## config.mk

```make
export PLATFORM = sky130hd
export DESIGN_NAME = mux4_rr_arbiter
export DESIGN_NICKNAME = d
export VERILOG_FILES = /design/src/rtl/mux4_rr_arbiter.sv
export SDC_FILE = /design/constraint.sdc
export NUM_CORES = 1
export LEC_CHECK = 0
export ABC_CLOCK_PERIOD_IN_PS = 1800
export BUFFER_PORTS_ARGS = -buffer_cell sky130_fd_sc_hd__buf_2
export CORE_UTILIZATION = 40
export CTS_BUF_LIST = sky130_fd_sc_hd__clkbuf_8
export DETAILED_ROUTE_END_ITERATION = 16
export PLACE_DENSITY_LB_ADDON = 0.25
export SLEW_MARGIN = 20
export SYNTH_ARGS = -nofsm -noshare
export SYNTH_HDL_FRONTEND = slang
export SYNTH_SLANG_ARGS = --single-unit
```

## constraint.sdc

```tcl
create_clock -name clk -period 1.8 [get_ports clk]
set_input_delay 0.36 -clock clk [delete_from_list [all_inputs] [get_ports clk]]
set_output_delay 0.36 -clock clk [all_outputs]
set_load 0.02 [all_outputs]
```

## src/rtl/mux4_rr_arbiter.sv

```systemverilog
// mux4_rr_arbiter: round-robin arbiter steering one 4:1 data mux onto a
// valid/ready output. A grant lasts up to MAX_BURST accepted beats, or ends
// early when the granted requester drops req, then rotates without a bubble.
// Optional feature macro: MUX4_ARB_LOCK_EN (adds lock[3:0]; a locked grant
// ignores the MAX_BURST limit).

// Per-requester slice: accept strobe and the data contribution to the AND-OR mux.
module mux4_rr_lane #(
  parameter int W = 8
) (
  input  logic         gnt,
  input  logic         req,
  input  logic         rdy_ok,
  input  logic [W-1:0] din,
  output logic         in_ready,
  output logic [W-1:0] dout_part
);
  assign in_ready  = gnt & req & rdy_ok;
  assign dout_part = gnt ? din : '0;
endmodule

module mux4_rr_arbiter #(
  parameter int WIDTH     = 8,
  parameter int MAX_BURST = 4
) (
  input  logic               clk,
  input  logic               rst,
  input  logic [3:0]         req,
  input  logic [4*WIDTH-1:0] din,
`ifdef MUX4_ARB_LOCK_EN
  input  logic [3:0]         lock,
`endif
  output logic [3:0]         in_ready,
  output logic [3:0]         gnt,
  output logic [1:0]         sel,
  output logic [WIDTH-1:0]   dout,
  output logic               dout_valid,
  input  logic               dout_ready,
  output logic               busy
);
  localparam int NUM_LANES = 4;
  localparam int CW = $clog2(MAX_BURST + 1);
  localparam logic [CW-1:0] LAST = CW'(MAX_BURST - 1);

  typedef enum logic {IDLE, GRANT} state_t;

  state_t                            state_q, state_d;
  logic [3:0]                        gnt_d;
  logic [1:0]                        sel_d, ptr_q, ptr_d;
  logic [CW-1:0]                     cnt_q, cnt_d;
  logic                              granted, xfer, at_last, lock_cur, release_g;
  logic [1:0]                        base, idx, win_idx;
  logic                              win_found;
  logic [NUM_LANES-1:0][WIDTH-1:0]   dout_part;

  assign granted = (state_q == GRANT);
  assign busy    = granted;

  // Nothing is offered or accepted while reset is asserted.
  assign dout_valid = granted & req[sel] & ~rst;
  assign xfer       = dout_valid & dout_ready;
  assign at_last    = (cnt_q == LAST);

`ifdef MUX4_ARB_LOCK_EN
  assign lock_cur = lock[sel];
`else
  assign lock_cur = 1'b0;
`endif

  // A drop of req[sel] releases without a beat; otherwise the last beat of a burst.
  assign release_g = granted & (~req[sel] | (xfer & at_last & ~lock_cur));

  generate
    for (genvar i = 0; i < NUM_LANES; i++) begin : g_lane
      mux4_rr_lane #(.W(WIDTH)) u_lane (
        .gnt       (gnt[i]),
        .req       (req[i]),
        .rdy_ok    (dout_ready & ~rst),
        .din       (din[i*WIDTH +: WIDTH]),
        .in_ready  (in_ready[i]),
        .dout_part (dout_part[i])
      );
    end
  endgenerate

  // One-hot gnt makes the OR of masked slices equal to din[sel], or 0 when idle.
  always_comb begin
    dout = '0;
    for (int i = 0; i < NUM_LANES; i++) dout = dout | dout_part[i];
  end

  // Round-robin search from base+1 wrapping back to base itself (lowest priority).
  always_comb begin
    base      = granted ? sel : ptr_q;
    idx       = base;
    win_found = 1'b0;
    win_idx   = base;
    for (int k = 1; k <= NUM_LANES; k++) begin
      idx = base + 2'(k);
      if (!win_found && req[idx]) begin
        win_found = 1'b1;
        win_idx   = idx;
      end
    end
  end

  // Next-state: start a grant from IDLE, count beats, release and re-arbitrate.
  always_comb begin
    state_d = state_q;
    gnt_d   = gnt;
    sel_d   = sel;
    ptr_d   = ptr_q;
    cnt_d   = cnt_q;
    case (state_q)
      IDLE: begin
        if (win_found) begin
          gnt_d   = 4'b0001 << win_idx;
          sel_d   = win_idx;
          state_d = GRANT;
        end
      end
      GRANT: begin
        if (release_g) begin
          ptr_d = sel;
          cnt_d = '0;
          if (win_found) begin
            gnt_d = 4'b0001 << win_idx;
            sel_d = win_idx;
          end else begin
            gnt_d   = 4'b0000;
            state_d = IDLE;
          end
        end else if (xfer && !at_last) begin
          // A locked grant sits at LAST until lock falls or req drops.
          cnt_d = cnt_q + CW'(1);
        end
      end
      default: state_d = IDLE;
    endcase
  end

  // State registers; pointer resets to 3 so requester 0 is served first.
  always_ff @(posedge clk) begin
    if (rst) begin
      state_q <= IDLE;
      gnt     <= 4'b0000;
      sel     <= 2'd0;
      ptr_q   <= 2'd3;
      cnt_q   <= '0;
    end else begin
      state_q <= state_d;
      gnt     <= gnt_d;
      sel     <= sel_d;
      ptr_q   <= ptr_d;
      cnt_q   <= cnt_d;
    end
  end
endmodule

```

======== Yosys cells after proc, flatten, opt, wreduce, memory -nomap -nowiden ========
Cells that the tools add are included.
Widths: inputs -> output; s select.
storage, ports and cells
  word-level logic and storage cells ...... 86
  flip-flop bits (word level) ............. 12
  bits of input ports ..................... 39
cells by class
  multiplexer cells ....................... 35
  $lt $le $gt $ge ......................... 5
  equal/unequal tests ..................... 3
  bitwise operators ....................... 21
  shifts and indexed selects .............. 1
  add/subtract/negate cells ............... 4
  reduce and logical (&&, ||, !) cells .... 12
operators by type and width
  kind                 number
  $mux 8               4
  $or 8x8->8           3
  $lt 2x3->1 const B   5
  $and 1x1->1          14
  $mux 2               7
  $mux 4               3
  $mux 1               11
  $bmux 1 s2           5
  $pmux 4 s2           1
  $mux 3               2
  $reduce_and 2->1     3
  $add 2x2->2 const B  2
  $logic_and 1x1->1    4
  $logic_not 1->1      4
  $pmux 2 s2           1
  $shl 1x2->4 const A  1
  $add 3x1->3 const B  1
  $eq 3x2->1 const B   1
  $not 1->1            3
  $add 2x1->2 const B  1
  $ne 2x1->1 const B   1
  $ne 2x2->1 const B   1
  $pmux 1 s2           1
  $reduce_bool 2->1    1
  $or 1x1->1           1

======== Depth between registers and ports, before layout ========
Gate-level depths: netlist of run 1.
  depth in word-level cells ............... 18
  depth in mapped cells ................... 6
  depth with buffers taken out ............ 6

======== Modules after synthesis ========
Synthesis of run 1 repeated with hierarchy kept, for this count alone.
second synthesis, totals
  cells, all modules ...................... 109
  area, all modules ....................... 963.4 um^2
modules (own cells, without submodules)
  module           area each (um^2)  times used  seq. area each (um^2)  cells each
  mux4_rr_arbiter  698.2             1           240.2                  73
  mux4_rr_lane     66.3              4           0.0                    9

======== Worst setup path before layout of run 1 ========
OpenSTA, ideal clock, no wires.
  path kind ............................... register to register
  start ................................... register state_q (netlist: busy)
  end ..................................... register gnt[1]
  cell stages (with the launch flop) ...... 6
  library setup time ...................... 0.117 ns
  path buffers ............................ 1
  clock period less this slack ............ 1.911 ns
  data arrival time ....................... 1.794 ns
  path slack .............................. -0.111 ns
  cells stage by stage .................... dfxtp_1 buf_6 mux2i_2 mux2_4 a221o_1 a32o_1
between the ends
  word-level cells in the longest chain between the ends .. 18
  elaborated cells between the ends (all ways) .. 41
  classes of those cells .................. 3 x add/sub; 2 x eq/ne; 1 x shift; 21 x mux; 7 x bitwise; 7 x reduce/logical
RTL lines
  what                          line      text
  start: declaration            47        state_t state_q, state_d;
  start signal: assignment      151       state_q <= state_d;
  $mux 2                        94        base = granted ? sel : ptr_q;
  $add 2x1->2                   99        idx = base + 2'(k);
  $bmux 1 s2                    100       if (!win_found && req[idx]) begin
  $mux 1 (implied by the code)  100
  $mux 1                        100
  $logic_not 1->1               100
  $logic_and 1x1->1             100
  $mux 1                        100
  (+2 left out)                 --
  $mux 1                        100
  $logic_not 1->1               100
  $logic_and 1x1->1             100
  $mux 2                        100
  $shl 1x2->4                   117, 127
  $mux 4                        126       if (win_found) begin
  $mux 4                        123       if (release_g) begin
  $pmux 4 s2                    114       case (state_q)
  end signal: assignment        152       gnt <= gnt_d;
  end: declaration              34        output logic [3:0] gnt,
Several ways; a longest one is shown, not always the timed one. The select of a mux whose other input is x is not followed.
A chain may end at the register's enable or synchronous reset.

======== Worst setup path after layout of run 1 ========
  start ................................... register sel[0]
  end ..................................... output dout_valid
between the ends
  word-level cells in the longest chain between the ends .. 4
RTL lines
  what                          line  text
  start: declaration            35    output logic [1:0] sel,
  start signal: assignment      153   sel <= sel_d;
  $bmux 1 s2                    60    assign dout_valid = granted & req[sel] & ~rst;
  $mux 1 (implied by the code)  60
  $and 1x1->1 (2 in a row)      60
  end: declaration              37    output logic dout_valid,
Every way passes these cells. The select of a mux whose other input is x is not followed.

==> results of run 1 <==
kinds of logic after synthesis:
kind of cell,after synthesis,share of synthesized area
mux,8,0.104
fa+ha+maj,2,0.0252
compound gates,39,0.345
simple gates,34,0.171
buf+inv,17,0.113
flops,12,0.242
per-layer routing:
layer,vias to the layer above,track usage
met1,483,0.233
met4,0,0.0766
met5,-,0
met2,33,0.372
li1,540,-
met3,2,0.0468
what timing repair did:
item / in CTS / in global routing
setup buffers: 1 / 2
gates resized for setup: 0 / 5
hold endpoints to repair: 0 / 0
pin swaps: 0 / 2
setup endpoints to repair: 1 / 8
cells in the mapped netlist (3+ instances only):
library cell	number
inv_1	3
a211oi_1	3
a21oi_1	3
mux2i_1	3
dfxtp_1	12
a32o_1	4
a22oi_1	17
nor2_1	9
buf_4	11
nand2_1	10
and3_1	3
nor2b_1	4
sequential cells by signal, indices dropped and copies added, names as in the netlist:
register	count
sel	2
busy	1
ptr_q	2
cnt_q	3
gnt	4
through the flow:
| step | TNS, ns | instance area, sq um | utilization | cells |
|---|---|---|---|---|
| floorplan | 0 | 1000 | - | 112 |
| global placement | 0 | 1300 | 0.570 | 193 |
| detailed placement | 0 | 1300 | 0.570 | 193 |
| CTS | 0 | 1350 | 0.591 | 197 |
| global route | -0.0133 | 1370 | 0.603 | 199 |
| finish | 0 | 1370 | 0.603 | 199 |
cell type report:
cell class | instances | area [sq um] | share of cell area
multi-input cells | 83 | 654 | 0.477
repair buffers | 70 | 383 | 0.279
flip-flops and latches | 12 | 246 | 0.180
clock buffers | 3 | 41.3 | 0.0301
well taps | 28 | 35.0 | 0.0255
inverters | 3 | 11.3 | 0.00821
worst min path at each step:
| stage | end | slack (ns) | from | depth (start not counted) |
|---|---|---|---|---|
| 3_5_place_dp | cnt_q[2] | 0.49 | cnt_q[2] | 2 |
| 4_1_cts | cnt_q[0] | 0.42 | rst | 2 |
| 2_1_floorplan | cnt_q[1] | 0.46 | cnt_q[1] | 2 |
| 5_1_grt | sel[1] | 0.44 | rst | 2 |
| 6_report | sel[1] | 0.42 | rst | 2 |
| 3_3_place_gp | cnt_q[1] | 0.48 | cnt_q[1] | 2 |
where the power goes:
group | switching, W | internal [W]
clock | 0.0000940 | 0.000147
combinational | 0.000271 | 0.000241
sequential | 0.0000588 | 0.000300
==> flow_metrics.tcl, run 1 <==
set metrics [dict create \
    synth_cell_type_count 38 \
    grt_pass1_vias 981 \
    ys_top_cells_by_area "dfxtp_1 24%, a22oi_1 13%, buf_4 8.3%" \
    detail_route.first_pass.iterations 4 \
    slew_viol_final 0 \
    synth_seq_area_share 0.242 \
    antennaDiodeCount 0 \
    r2r_end "gnt[1]" \
    fp.dieH_microns 51.9 \
    ir_drop_mv 0.629 \
    cts_root_buffer "clkbuf_8" \
    syn_nets 153 \
    max_slew_margin 0.744 \
    ys.flop_type "dfxtp_1" \
    rr_startpoint "busy" \
    layout_setup_ws_ns 0.0440 \
    cts_buffers 3 \
    cts_hold_buf 0 \
    dr.max_layer_used "met4" \
    cp-start-kind "flop" \
    synth_warnings 0 \
    fin_worst_skew_ns 0.00848 \
    synth-edff-count 0 \
    fmax_mhz 569 \
    arrival_ns 1.40 \
    crit_slowest_cell "mux4_2" \
    critPathMaxFanout 2 \
    die_x_microns 51.9 \
    wl_met2_microns 1400 \
    fill_cells 193 \
    num_rows 17 \
    grt_overflow 0 \
    min_period_ns 1.76 \
    min_path_type "input port to flop" \
    vias_per_cell 5.32 \
    path_depth 4 \
    hold_violations 0 \
    drive_above_1_share 0.526 \
    yosysTopAreaCellShare 0.242 \
    power.density_nw_per_um2 810 \
    hpwl_microns 2070 \
    gp_congestion 0.753 \
    worst_skew_pair.late_latency_ns 0.24 \
    synth_top_area_cell "dfxtp_1" \
    syn_inst 112 \
    startpoint "sel[0]" \
    tightest_slew_ns 0.383 \
    drt-met1-wl_microns 1090 \
    drt_iter0_markers 23 \
    reg2reg_slack_ns 0.07 \
    maxCapViolations 0 \
    whs_ns 0.421 \
    status "complete, no violations" \
    final_common_cell "buf_2" \
    wl_met3_microns 154 \
    drc_errors 0 \
    drt_wl_total_microns 2660 \
    wl_per_cell_microns 13.4 \
    grtUsageTotal 0.207 \
    clk_pin_slew_ns 0.05 \
    ant_nets 0 \
    synth_area_sq_um 995 \
    grt_max_degree 13 \
    synth_area_per_cell_sq_um 8.88 \
    die_area_sq_um 2690 \
    htree_levels 1 \
    grt_pass1_wl_microns 4150 \
    io_buffer_count 58 \
    cp_top_family "multiplexers" \
    rsz0062_at_grt "yes" \
    preCtsSetupSlack_ns 0.0221 \
    final_cell_mix "57 x buf_2, 17 x a22oi_1, 13 x buf_4" \
    antenna_found_initial 0 \
    async_flop_share 0 \
    cp-end-kind "primary output" \
    p_leak_nw 0.684 \
    crit_chain "mux4_2, nand2_1, nor2_1, buf_4" \
    ys_ff_latch 12 \
    finalPower_w 0.00111 \
    finalSetupViolations 0 \
    cts_sinks 12 \
    endpoint "dout_valid" \
    rr_worst_depth 4 \
    max_stage_delay_ns 0.54 \
    core_sq_um 2280 \
    path_class "flop to primary output" \
    fin_crit_sh 0.976 \
    ios 59 \
    clk_path_buf_depth 2 \
    vias 1058 \
    syn2layout_area_growth_pct 37.9 \
    final_nets 214 \
    worstPathRequired_ns 1.44 \
    start_util 0.437 \
    cts_tree "built" \
    worstPathBufferInverterCount 1 \
]
Note: power is estimated with default switching activity, not from simulation.
==> run 2: changes to the inputs <==
- ABC_CLOCK_PERIOD_IN_PS: 1800 -> 1450
- clock period: 1.8 -> 1.45 ns (I/O delays scaled with it)
==> run 2 against run 1 <==
- the run now ends with negative setup slack left
- cell area grew 8.0%
- sequential power grew 24%
- first-iteration DRC count grew 8.7%
- die area is the same
- setup slack lost 0.28 ns
- critical path type unchanged
- critical endpoint unchanged
- largest power group unchanged
==> flow_metrics.tcl, run 2 (synthesis results as in run 1) <==
set metrics [dict create \
    status "finished, violations left" \
    violations "negative setup slack" \
    largest_reg_flops 4 \
    syn2layout_area_growth_pct 48.9 \
    cts_tree "built" \
    hpwl_microns 2070 \
    final_nets 220 \
    power.density_nw_per_um2 1020 \
    final_common_cell "buf_2" \
    fp.dieH_microns 51.9 \
    worstPathBufferInverterCount 1 \
    p_int_w 0.000951 \
    max_stage_delay_ns 0.56 \
    worst_skew_pair.late_latency_ns 0.24 \
    antenna_found_initial 0 \
    ant_nets 0 \
    cp-end-kind "primary output" \
    finalSetupViolations 12 \
    power_switching_w 0.000563 \
    cts_buffers 3 \
    detail_route.first_pass.iterations 4 \
    io_buffer_count 58 \
    tightest_slew_ns 0.383 \
    place_area_sq_um 1350 \
    reg_top3 "gnt (4), cnt_q (3)" \
    crit_slowest_cell "mux4_2" \
    grt_pass1_vias 922 \
    critPathMaxFanout 3 \
    worstPathRequired_ns 1.16 \
    die_x_microns 51.9 \
    gp_congestion 0.746 \
    utilization 0.651 \
    cts_sinks 12 \
    core_sq_um 2280 \
    vias_per_cell 5.30 \
    final_cell_mix "57 x buf_2, 17 x buf_4, 16 x a22oi_1" \
    start_util 0.437 \
    fin_crit_sh 1.17 \
    wl_per_cell_microns 13.4 \
    cts_root_buffer "clkbuf_8" \
    combPwrFrac 0.466 \
    drt_wl_total_microns 2770 \
    antennaDiodeCount 0 \
    cp_top_family "multiplexers" \
    num_rows 17 \
    htree_levels 1 \
    clk_path_buf_depth 2 \
    p_leak_nw 0.731 \
    drc_errors 0 \
    clkPwrFrac 0.241 \
    sw_frac_of_total 0.372 \
    p_seq_frac 0.293 \
    fin_worst_skew_ns 0.00329 \
    grt_max_degree 12 \
    cp-start-kind "flop" \
    ir_drop_mv 0.700 \
    slew_viol_final 0 \
    path_class "flop to primary output" \
    rsz0062_at_grt "yes" \
    fmax_mhz 591 \
    clk_pin_slew_ns 0.05 \
    drive_above_1_share 0.607 \
    final_cell_area_sq_um 1480 \
    grtUsageTotal 0.199 \
    grt_pass1_wl_microns 3990 \
    maxCapViolations 0 \
    ios 59 \
    vias 1092 \
    arrival_ns 1.40 \
    min_period_ns 1.69 \
    hold_violations 0 \
    crit_chain "mux4_2, nand2_2, nor2_2, buf_6" \
    drt_iter0_markers 25 \
    top_register "gnt" \
    die_area_sq_um 2690 \
    layout_setup_ws_ns -0.241 \
    max_slew_margin 0.737 \
    grt_overflow 0 \
    min_path_type "input port to flop" \
]
## run 2: cell count changes in the layout (fill, tap and decap cells not counted), moves of 3 or more
cell and delta:
a211oi_1 -3, a211oi_2 +3, buf_4 +4, dfxtp_1 -3
## run 2: per-layer routing
layer  vias to the layer above  share of wire  track usage
met5                         -              0            0
met4                         0         0.0061       0.0405
li1                        554              -            -
met1                       495           0.43        0.236
met2                        39           0.51        0.363
met3                         4          0.053       0.0380
## run 2: worst paths after layout
path,startpoint,endpoint,slack (ns),cells after the start
setup / recovery,sel[0],dout_valid,-0.24,4
hold / removal,rst,cnt_q[0],0.30,2
setup reg to reg,busy,gnt[1],-0.21,4
hold reg to reg,cnt_q[1],cnt_q[1],0.51,2
## run 2: final cells by class
type | instances | area, sq um
fill | 188 | 795
multi-input combinational | 83 | 692
timing repair buffer | 76 | 435
sequential | 12 | 253
clock buffer | 4 | 55.1
tap | 28 | 35.0
inverter | 3 | 11.3
## run 2: power groups by stage
stage | Sequential, W | Clock, W | Combinational (W)
final | 0.000444 | 0.000365 | 0.000706
after global routing | 0.000453 | 0.000393 | 0.000761
after CTS | 0.000442 | 0.000370 | 0.000678
after detailed placement | 0.000446 | 0 | 0.000639
after global placement | 0.000445 | 0 | 0.000619
after floorplan | 0.000420 | 0 | 0.000455
## run 2: through the flow
step	hold WS, ns	power [W]	cells	setup slack, ns	setup TNS (ns)
2_1_floorplan	0.457	0.000876	112	-0.290	-1.92
4_1_cts	0.301	0.00149	206	-0.233	-2.13
5_1_grt	0.314	0.00161	206	-0.285	-2.71
3_5_place_dp	0.493	0.00109	199	-0.287	-2.68
3_3_place_gp	0.480	0.00106	199	-0.214	-2.17
6_report	0.301	0.00151	206	-0.241	-2.08
## run 2: timing repair
| item | CTS | global route |
|---|---|---|
| setup endpoints to repair | 22 | 21 |
| gates cloned | 0 | 0 |
| gates resized for setup | 7 | 10 |
| hold buffers | 0 | 0 |
| buffers inserted | 3 | 0 |
| pin swaps | 2 | 3 |
| endpoints found under the hold margin | 0 | 0 |
==> run 3: changes to the inputs <==
- SETUP_SLACK_MARGIN: not set -> 0.15
==> run 3 against run 2 <==
- the flow still finishes with violations (negative setup slack)
- core utilization is 14 points higher
- clock skew is 0.0042 ns higher
- combinational power is 44% higher
- register-to-register slack worse by 0.07 ns
- clock power is 1% higher
- via count is 13% higher
- sequential cell count stayed put
- count of clock-buffer cells in the layout stayed put
- critical path depth stayed put
- setup slack worse by 0.039 ns
- largest power group unchanged
- highest routed layer unchanged
==> flow_metrics.tcl, run 3 (synthesis results as in run 1) <==
set metrics [dict create \
    clk_path_buf_depth 2 \
    die_x_microns 51.9 \
    io_buffer_count 58 \
    fmax_mhz 578 \
    fin_crit_sh 1.19 \
    min_period_ns 1.73 \
    dp_cells 199 \
    hpwl_microns 2070 \
    vias 1239 \
    grt_pass1_wl_microns 5330 \
    num_rows 17 \
    drt_wl_total_microns 3880 \
    ios 59 \
    cts_buffers 3 \
    max_slew_margin 0.712 \
    preCtsSetupSlack_ns -0.287 \
    cts_root_buffer "clkbuf_8" \
    start_util 0.437 \
    cp-start-kind "flop" \
    ant_nets 0 \
    antennaDiodeCount 0 \
    slew_viol_final 0 \
    final_cell_mix "45 x buf_2, 22 x buf_4, 18 x buf_6" \
    p_leak_nw 0.833 \
    top_register "gnt" \
    grt_pass1_vias 1089 \
    fp.dieH_microns 51.9 \
    largest_reg_flops 4 \
    utilization 0.795 \
    drt_iter0_markers 35 \
    critPathMaxFanout 4 \
    wl_per_cell_microns 17.8 \
    violations "negative setup slack" \
    finalSetupViolations 13 \
    grt_max_degree 12 \
    core_sq_um 2280 \
    final_cell_area_sq_um 1810 \
    worstPathRequired_ns 1.58 \
    htree_levels 1 \
    layout_setup_ws_ns -0.279 \
    antenna_found_initial 0 \
    status "finished, violations left" \
    grt_overflow 0 \
    maxCapViolations 0 \
    reg_top3 "gnt (4), cnt_q (3)" \
    worst_skew_pair.late_latency_ns 0.24 \
    arrival_ns 1.86 \
    final_common_cell "buf_2" \
    drive_above_1_share 0.732 \
    cts_tree "built" \
    fill_cells 142 \
    cp-end-kind "flop" \
    regArea_sq_um 263 \
    cts_sinks 12 \
    drc_errors 0 \
    power.density_nw_per_um2 1000 \
    clk_pin_slew_ns 0.06 \
    path_class "flop to flop" \
    final_cells 218 \
    fin_setup_tns_ns -2.32 \
    min_path_type "input port to flop" \
    place_area_sq_um 1350 \
    hold_violations 0 \
    rsz0062_at_grt "yes" \
    die_area_sq_um 2690 \
    multi_input_area_sq_um 793 \
    final_nets 232 \
    gp_congestion 0.746 \
    syn2layout_area_growth_pct 82.0 \
    tightest_slew_ns 0.420 \
    detail_route.first_pass.iterations 4 \
    ir_drop_mv 0.741 \
    vias_per_cell 5.68 \
    fin_worst_skew_ns 0.00746 \
    grtUsageTotal 0.276 \
]
-- run 3: cell count changes in the layout (fill, tap and decap cells not counted), moves of 4 or more --
cell,change
dfxtp_4,+4
buf_4,+5
buf_6,+16
a22oi_1,-16
buf_2,-12
dfxtp_2,-4
a22oi_2,+16
-- run 3: critical path: stages (launching register included) --
cell and delay [ns]:
dfxtp_4 0.39, mux2i_4 0.26, mux2_4 0.33, a221o_1 0.37, a32o_2 0.27
-- run 3: final cells by class --
type / count / area share
clock buffer: 4 / 0.0304
inverter: 3 / 0.00622
multi-input combinational: 83 / 0.438
sequential: 12 / 0.145
tap: 28 / 0.0194
timing repair buffer: 88 / 0.361
-- run 3: routing by layer --
layer | vias to the layer above | part of all wire | GRT usage
met1 | 576 | 0.38 | 0.317
met5 | - | 0 | 0
met3 | 22 | 0.065 | 0.0614
met4 | 0 | 0.051 | 0.113
li1 | 573 | - | -
met2 | 68 | 0.51 | 0.485
-- run 3: power by group --
group          switching (W)  total [W]  leakage, nW  internal, W
Combinational       0.000494    0.00102        0.702     0.000526
Clock               0.000130   0.000370       0.0288     0.000240
Sequential         0.0000526   0.000428        0.103     0.000376
-- run 3: worst paths after layout --
check        startpoint  endpoint  slack, ns  cells after the start
max                busy    gnt[1]      -0.28                      4
min                 rst  cnt_q[0]       0.33                      2
max reg2reg        busy    gnt[1]      -0.28                      4
min reg2reg    cnt_q[1]  cnt_q[1]       0.50                      2
-- run 3: what timing repair did --
action	CTS	global route
hold buffers	0	0
resized for setup	54	23
hold endpoints to repair	0	0
endpoints found under the setup margin	26	24
buffers inserted	10	5
pin swaps	17	18
-- run 3: stage by stage --
| stage | hold slack (ns) | total power [W] |
|---|---|---|
| after floorplan | 0.457 | 0.000876 |
| after global placement | 0.480 | 0.00106 |
| after detailed placement | 0.493 | 0.00109 |
| after CTS | 0.301 | 0.00170 |
| after global routing | 0.336 | 0.00190 |
| final | 0.330 | 0.00182 |
